`config.mk`:
```
export PLATFORM = sky130hd
export DESIGN_NAME = hazard_ctrl
export DESIGN_NICKNAME = d
export VERILOG_FILES = /design/src/rtl/hazard_ctrl.sv
export SDC_FILE = /design/constraint.sdc
export NUM_CORES = 1
export LEC_CHECK = 0
export CAP_MARGIN = 10
export CORE_ASPECT_RATIO = 0.75
export CORE_MARGIN = 4
export CORE_UTILIZATION = 37
export DETAILED_ROUTE_END_ITERATION = 10
export GPL_ROUTABILITY_DRIVEN = 0
export MAX_ROUTING_LAYER = met4
export PLACE_DENSITY_LB_ADDON = 0.12
export SYNTH_ARGS = -nofsm -noshare
export SYNTH_HDL_FRONTEND = slang
export SYNTH_SLANG_ARGS = --single-unit
```
`constraint.sdc`:
```
create_clock -name clk -period 1.7 [get_ports clk]
set_clock_uncertainty 0.05 [all_clocks]
set_input_delay 0.34 -clock clk [delete_from_list [all_inputs] [get_ports clk]]
set_output_delay 0.34 -clock clk [all_outputs]
set_load 0.02 [all_outputs]
```
`src/rtl/hazard_ctrl.sv`:
```
// hazard_ctrl: scoreboard-driven stall and bypass selection for the five-stage pipeline, plus MDU busy tracking.
// Define HAZARD_FWD_EN to build the bypass network; without it every fwd select is 0 and any E/M producer stalls.
module hazard_ctrl #(
    parameter int MULT_CYC = 5,
    parameter int DIV_CYC  = 10
) (
    input  logic       clk,
    input  logic       reset,
    input  logic [4:0] d_rs,
    input  logic [4:0] d_rt,
    input  logic [1:0] rs_tuse,
    input  logic [1:0] rt_tuse,
    input  logic [4:0] d_wa,
    input  logic [1:0] d_tnew,
    input  logic       d_md_use,
    input  logic       d_md_start,
    input  logic       d_md_div,
    input  logic       req,
    output logic       stall,
    output logic [1:0] fwd_rs_d,
    output logic [1:0] fwd_rt_d,
    output logic [1:0] fwd_rs_e,
    output logic [1:0] fwd_rt_e,
    output logic [1:0] fwd_rt_m,
    output logic       md_start
);
    localparam int MAX_CYC = (MULT_CYC > DIV_CYC) ? MULT_CYC : DIV_CYC;
    localparam int CW = $clog2(MAX_CYC + 1);

    logic [4:0]    e_wa, m_wa;
    logic [1:0]    e_tnew, m_tnew;
    logic          e_start, e_div;
    logic [CW-1:0] cnt;
    logic          rs_hz, rt_hz, md_hz;

    function automatic logic reads(input logic [4:0] s, input logic [1:0] tuse, input logic [4:0] wa);
        return s != 5'd0 && tuse != 2'd3 && wa == s;
    endfunction

`ifdef HAZARD_FWD_EN
    logic [4:0] e_rs, e_rt, m_rt, w_wa;

    // youngest matching producer decides: its select if already produced, otherwise 0 and the stall covers it
    function automatic logic [1:0] pick(
        input logic [4:0] s, input logic ok,
        input logic [4:0] a_wa, input logic [1:0] a_tnew, input logic [1:0] a_sel,
        input logic [4:0] b_wa, input logic [1:0] b_tnew, input logic [1:0] b_sel,
        input logic [4:0] c_wa, input logic [1:0] c_sel
    );
        return (!ok || s == 5'd0) ? 2'd0 :
               (a_wa == s) ? ((a_tnew == 2'd0) ? a_sel : 2'd0) :
               (b_wa == s) ? ((b_tnew == 2'd0) ? b_sel : 2'd0) :
               (c_wa == s) ? c_sel : 2'd0;
    endfunction

    assign rs_hz = (reads(d_rs, rs_tuse, e_wa) && e_tnew > rs_tuse) || (reads(d_rs, rs_tuse, m_wa) && m_tnew > rs_tuse);
    assign rt_hz = (reads(d_rt, rt_tuse, e_wa) && e_tnew > rt_tuse) || (reads(d_rt, rt_tuse, m_wa) && m_tnew > rt_tuse);
    assign fwd_rs_d = pick(d_rs, rs_tuse != 2'd3, e_wa, e_tnew, 2'd1, m_wa, m_tnew, 2'd2, w_wa, 2'd3);
    assign fwd_rt_d = pick(d_rt, rt_tuse != 2'd3, e_wa, e_tnew, 2'd1, m_wa, m_tnew, 2'd2, w_wa, 2'd3);
    assign fwd_rs_e = pick(e_rs, 1'b1, m_wa, m_tnew, 2'd2, w_wa, 2'd0, 2'd3, 5'd0, 2'd0);
    assign fwd_rt_e = pick(e_rt, 1'b1, m_wa, m_tnew, 2'd2, w_wa, 2'd0, 2'd3, 5'd0, 2'd0);
    assign fwd_rt_m = pick(m_rt, 1'b1, w_wa, 2'd0, 2'd3, 5'd0, 2'd0, 2'd0, 5'd0, 2'd0);

    // source fields and the W destination exist only to steer the bypass muxes
    always_ff @(posedge clk) begin
        if (reset || req) begin
            e_rs <= '0;
            e_rt <= '0;
            m_rt <= '0;
            w_wa <= '0;
        end else begin
            w_wa <= m_wa;
            m_rt <= e_rt;
            e_rs <= stall ? 5'd0 : d_rs;
            e_rt <= stall ? 5'd0 : d_rt;
        end
    end
`else
    logic unused_tnew;

    assign unused_tnew = ^m_tnew;
    assign rs_hz = reads(d_rs, rs_tuse, e_wa) || reads(d_rs, rs_tuse, m_wa);
    assign rt_hz = reads(d_rt, rt_tuse, e_wa) || reads(d_rt, rt_tuse, m_wa);
    assign fwd_rs_d = 2'd0;
    assign fwd_rt_d = 2'd0;
    assign fwd_rs_e = 2'd0;
    assign fwd_rt_e = 2'd0;
    assign fwd_rt_m = 2'd0;
`endif

    assign md_hz    = d_md_use & (e_start | (cnt != '0));
    assign stall    = rs_hz | rt_hz | md_hz;
    assign md_start = e_start & ~req;

    // advance the scoreboard; req flushes E and M, stall injects a bubble into E
    always_ff @(posedge clk) begin
        if (reset || req) begin
            e_wa    <= '0;
            e_tnew  <= '0;
            e_start <= 1'b0;
            e_div   <= 1'b0;
            m_wa    <= '0;
            m_tnew  <= '0;
        end else begin
            m_wa    <= e_wa;
            m_tnew  <= (e_tnew == 2'd0) ? 2'd0 : e_tnew - 2'd1;
            e_wa    <= stall ? 5'd0 : d_wa;
            e_tnew  <= stall ? 2'd0 : d_tnew;
            e_start <= stall ? 1'b0 : d_md_start;
            e_div   <= stall ? 1'b0 : d_md_div;
        end
    end

    // MDU busy counter; a flush does not abort an operation already started
    always_ff @(posedge clk) begin
        if (reset)
            cnt <= '0;
        else if (md_start)
            cnt <= e_div ? CW'(DIV_CYC) : CW'(MULT_CYC);
        else if (cnt != '0)
            cnt <= cnt - CW'(1);
    end
endmodule

```
==> impl_metrics.yaml <==
status:
  status: "finished, violations left"
  violations: "setup timing"
detailed_routing:
  wl_per_cell_um: 11.1
  drt_iter0_drc: 19
  vias_per_cell: 4.41
  remaining_drc_errors: 0
  drt_pass1_iterations: 4
  dr_total_vias: 842
  final_antenna_net_count: 0
  wl_um: 2130
setup_path:
  max_stage_delay_ps: 530
  rrSetupSlack_ps: 320
  slowest_stage: "or4_4"
  cp-end-kind: "output port"
  worstPathMaxFanout: 3
  worst-path-buf-inv: 2
  crit_start: "d_rt[4]"
  rr_endpoint: "e_wa[1]"
  worstPathCellList: "buf_2, or4_4, o21ai_2, o22ai_2, nand2b_4, buf_6"
  r2r_start: "m_wa[2]"
  startpoint_type: "primary input"
  worstSetupPathType: "primary input to output port"
  ff2ff_path_depth: 6
  required_ps: 1310
  crit_arrival_ps: 1580
  critPathTopFamily: "simple AND/OR/NAND/NOR gates"
final_layout:
  drive_gt1_frac: 0.255
  nets: 188
  layout-area-overhead-vs-synth_pct: 43.1
  utilization: 0.567
  n_antenna_cell: 0
  instances_no_fill: 191
global_routing:
  grt_max_degree: 13
  busiest_layer: "met2"
  gr-total-overflow: 0
  grt_use_met3: 0.0176
  grt_usage: 0.144
  antenna_found_initial: 0
  grtUsageMet1: 0.205
  globalRouteMet2Util: 0.213
  grt_pass1_wl_um: 3660
  first_global_vias: 803
cts:
  cts_sinks: 16
  clock_latency_ps: 280
  cts_hold_buf: 0
  htreeDepth: 1
  cts_made_buffers: 3
  cts_buffer_depth: 2
  cts.reportedPaths.clkPinSlew_ps: 80
  tritoncts: "done"
  clock-root-buffer: "clkbuf_4"
timing:
  final_max_slew_viol_count: 0
  fin_crit_ps: 1970
  final-hold-violation-count: 0
  setup_slack_ps: -266
  setup_viol: 1
  rsz0062_at_grt: "true"
  max_freq_ghz: 0.509
  timing.final.crit_share: 1.16
placed_design:
  io_buffers: 26
  place_ws_ps: -994
  dpl.cell_count: 188
  hpwl_um: 1830
logic_synthesis:
  yosysUniqueCellTypes: 23
  syn_area_per_cell_sq_um: 8.38
  seq_area_frac_synth: 0.345
  synth.ff_latch_count: 16
  synth-edff-count: 0
  yosys.area_share.simple: 0.221
  syn_inst: 111
  synth_compound_area_frac: 0.0902
  synth-xor-area-share: 0.217
  synth_ff_type: "dfxtp_1"
  synth_top_family_by_area: "simple AND/OR/NAND/NOR gates"
  synthMuxAreaShare: 0
  async_flop_share: 0
  ys_warn_count: 0
  synth_fa_ha_area_frac: 0.0269
  synth_area_sq_um: 930
floorplan:
  rows: 15
  die_x_um: 65.9
  fp.coreArea_sq_um: 2350
  start_util: 0.396
  die_y_um: 51.4
  die_area_sq_um: 3390
  io_pins: 39
min_path:
  hp-start: "e_wa[3]"
  hold_class: "flip-flop to flip-flop"
  holdPathEnd: "m_wa[3]"
  whs_path_depth: 1
power_and_ir_drop:
  power_density_nw_per_um2: 1030
  ir_drop_uv: 830
  leakage_nw: 0.652
flow_run:
  cap_violations: 0
-- cell type report --
cell class	instances	area, sq um
Inverter	3	11.3
Multi-Input combinational cell	90	561
Fill cell	246	1020
Tap cell	34	42.5
Sequential cell	16	327
Clock buffer	3	22.5
Timing Repair Buffer	45	367
-- placed cells by master, fill, tap and decap left out, types with 2 or more instances in the layout --
master           count
a21oi_1              5
nand3_1              7
buf_2                7
o21ai_1              2
inv_1                3
dfxtp_2              5
clkbuf_4             3
clkdlybuf4s50_1     14
dlygate4sd2_1        2
nand2_1              6
dfxtp_1             11
buf_4               19
clkdlybuf4s15_1      2
conb_1              10
nor3_1               5
nor2_1              16
and2_1               5
xor2_1              22
ha_1                 2
-- through the flow --
step | hold WS (ps) | TNS [ps] | total power [mW] | instance area, sq um
after floorplan | 359 | 0 | 0.872 | 971
after global placement | 453 | -3180 | 1.17 | 1340
after detailed placement | 459 | -3390 | 1.19 | 1340
after CTS | 457 | -276 | 1.38 | 1340
after global routing | 476 | -339 | 1.50 | 1330
final | 450 | -266 | 1.36 | 1330
-- logic make-up after synthesis --
family	count (synthesis)
DFF	16
adders and majority gates	2
xor gates and xnor gates	23
other	1
buffers and inverters	14
and+or+nand+nor	43
AOI/OAI and AO/OA	12
-- synth_stat cells (2+ instances only) --
cell type | instances | area [sq um]
a21oi_1 | 5 | 25.0
and2_1 | 5 | 31.3
buf_4 | 10 | 75.1
dfxtp_1 | 16 | 320
ha_1 | 2 | 25.0
inv_1 | 3 | 11.3
nand2_1 | 6 | 22.5
nand2b_1 | 2 | 12.5
nand3_1 | 7 | 35.0
nor2_1 | 16 | 60.1
nor3_1 | 5 | 25.0
o21ai_1 | 2 | 10.0
xor2_1 | 22 | 193
-- routing by layer --
metal / routed length [um] / vias to the layer above
met5: 0 / -
met4: 17 / 0
met3: 121 / 2
met2: 899 / 29
met1: 1090 / 377
li1: - / 434
-- where the power goes --
part           total [mW]  internal [mW]  switching [mW]
registers           0.470          0.436          0.0339
logic               0.704          0.374           0.330
clock network       0.191         0.0820           0.109
total                1.36          0.892           0.473
-- registers in the layout (all words and copies together) (netlist names) --
signal / cells
e_wa: 5
e_div: 1
e_start: 1
cnt: 4
m_wa: 5
-- worst reg2reg max path: cells and delay by family, from the launching register on --
family | cells | cell delay, ps
flops | 1 | 340
compound gates | 2 | 340
simple gates | 2 | 240
buf+inv | 1 | 180
xor+xnor | 1 | 140
-- worst max-delay path by stage --
stage	end	slack, ps	cells past startpoint
3_3_place_gp	stall	-970	6
4_1_cts	stall	-280	6
5_1_grt	stall	-340	6
6_report	stall	-270	6
2_1_floorplan	stall	6	4
3_5_place_dp	stall	-990	6
-- what timing repair did --
item,in CTS,in global routing
endpoints found under the setup margin,9,2
pin swaps,13,1
gates resized for setup,44,1
setup buffers,0,0
No activity file was read; power rests on OpenSTA's default activity.
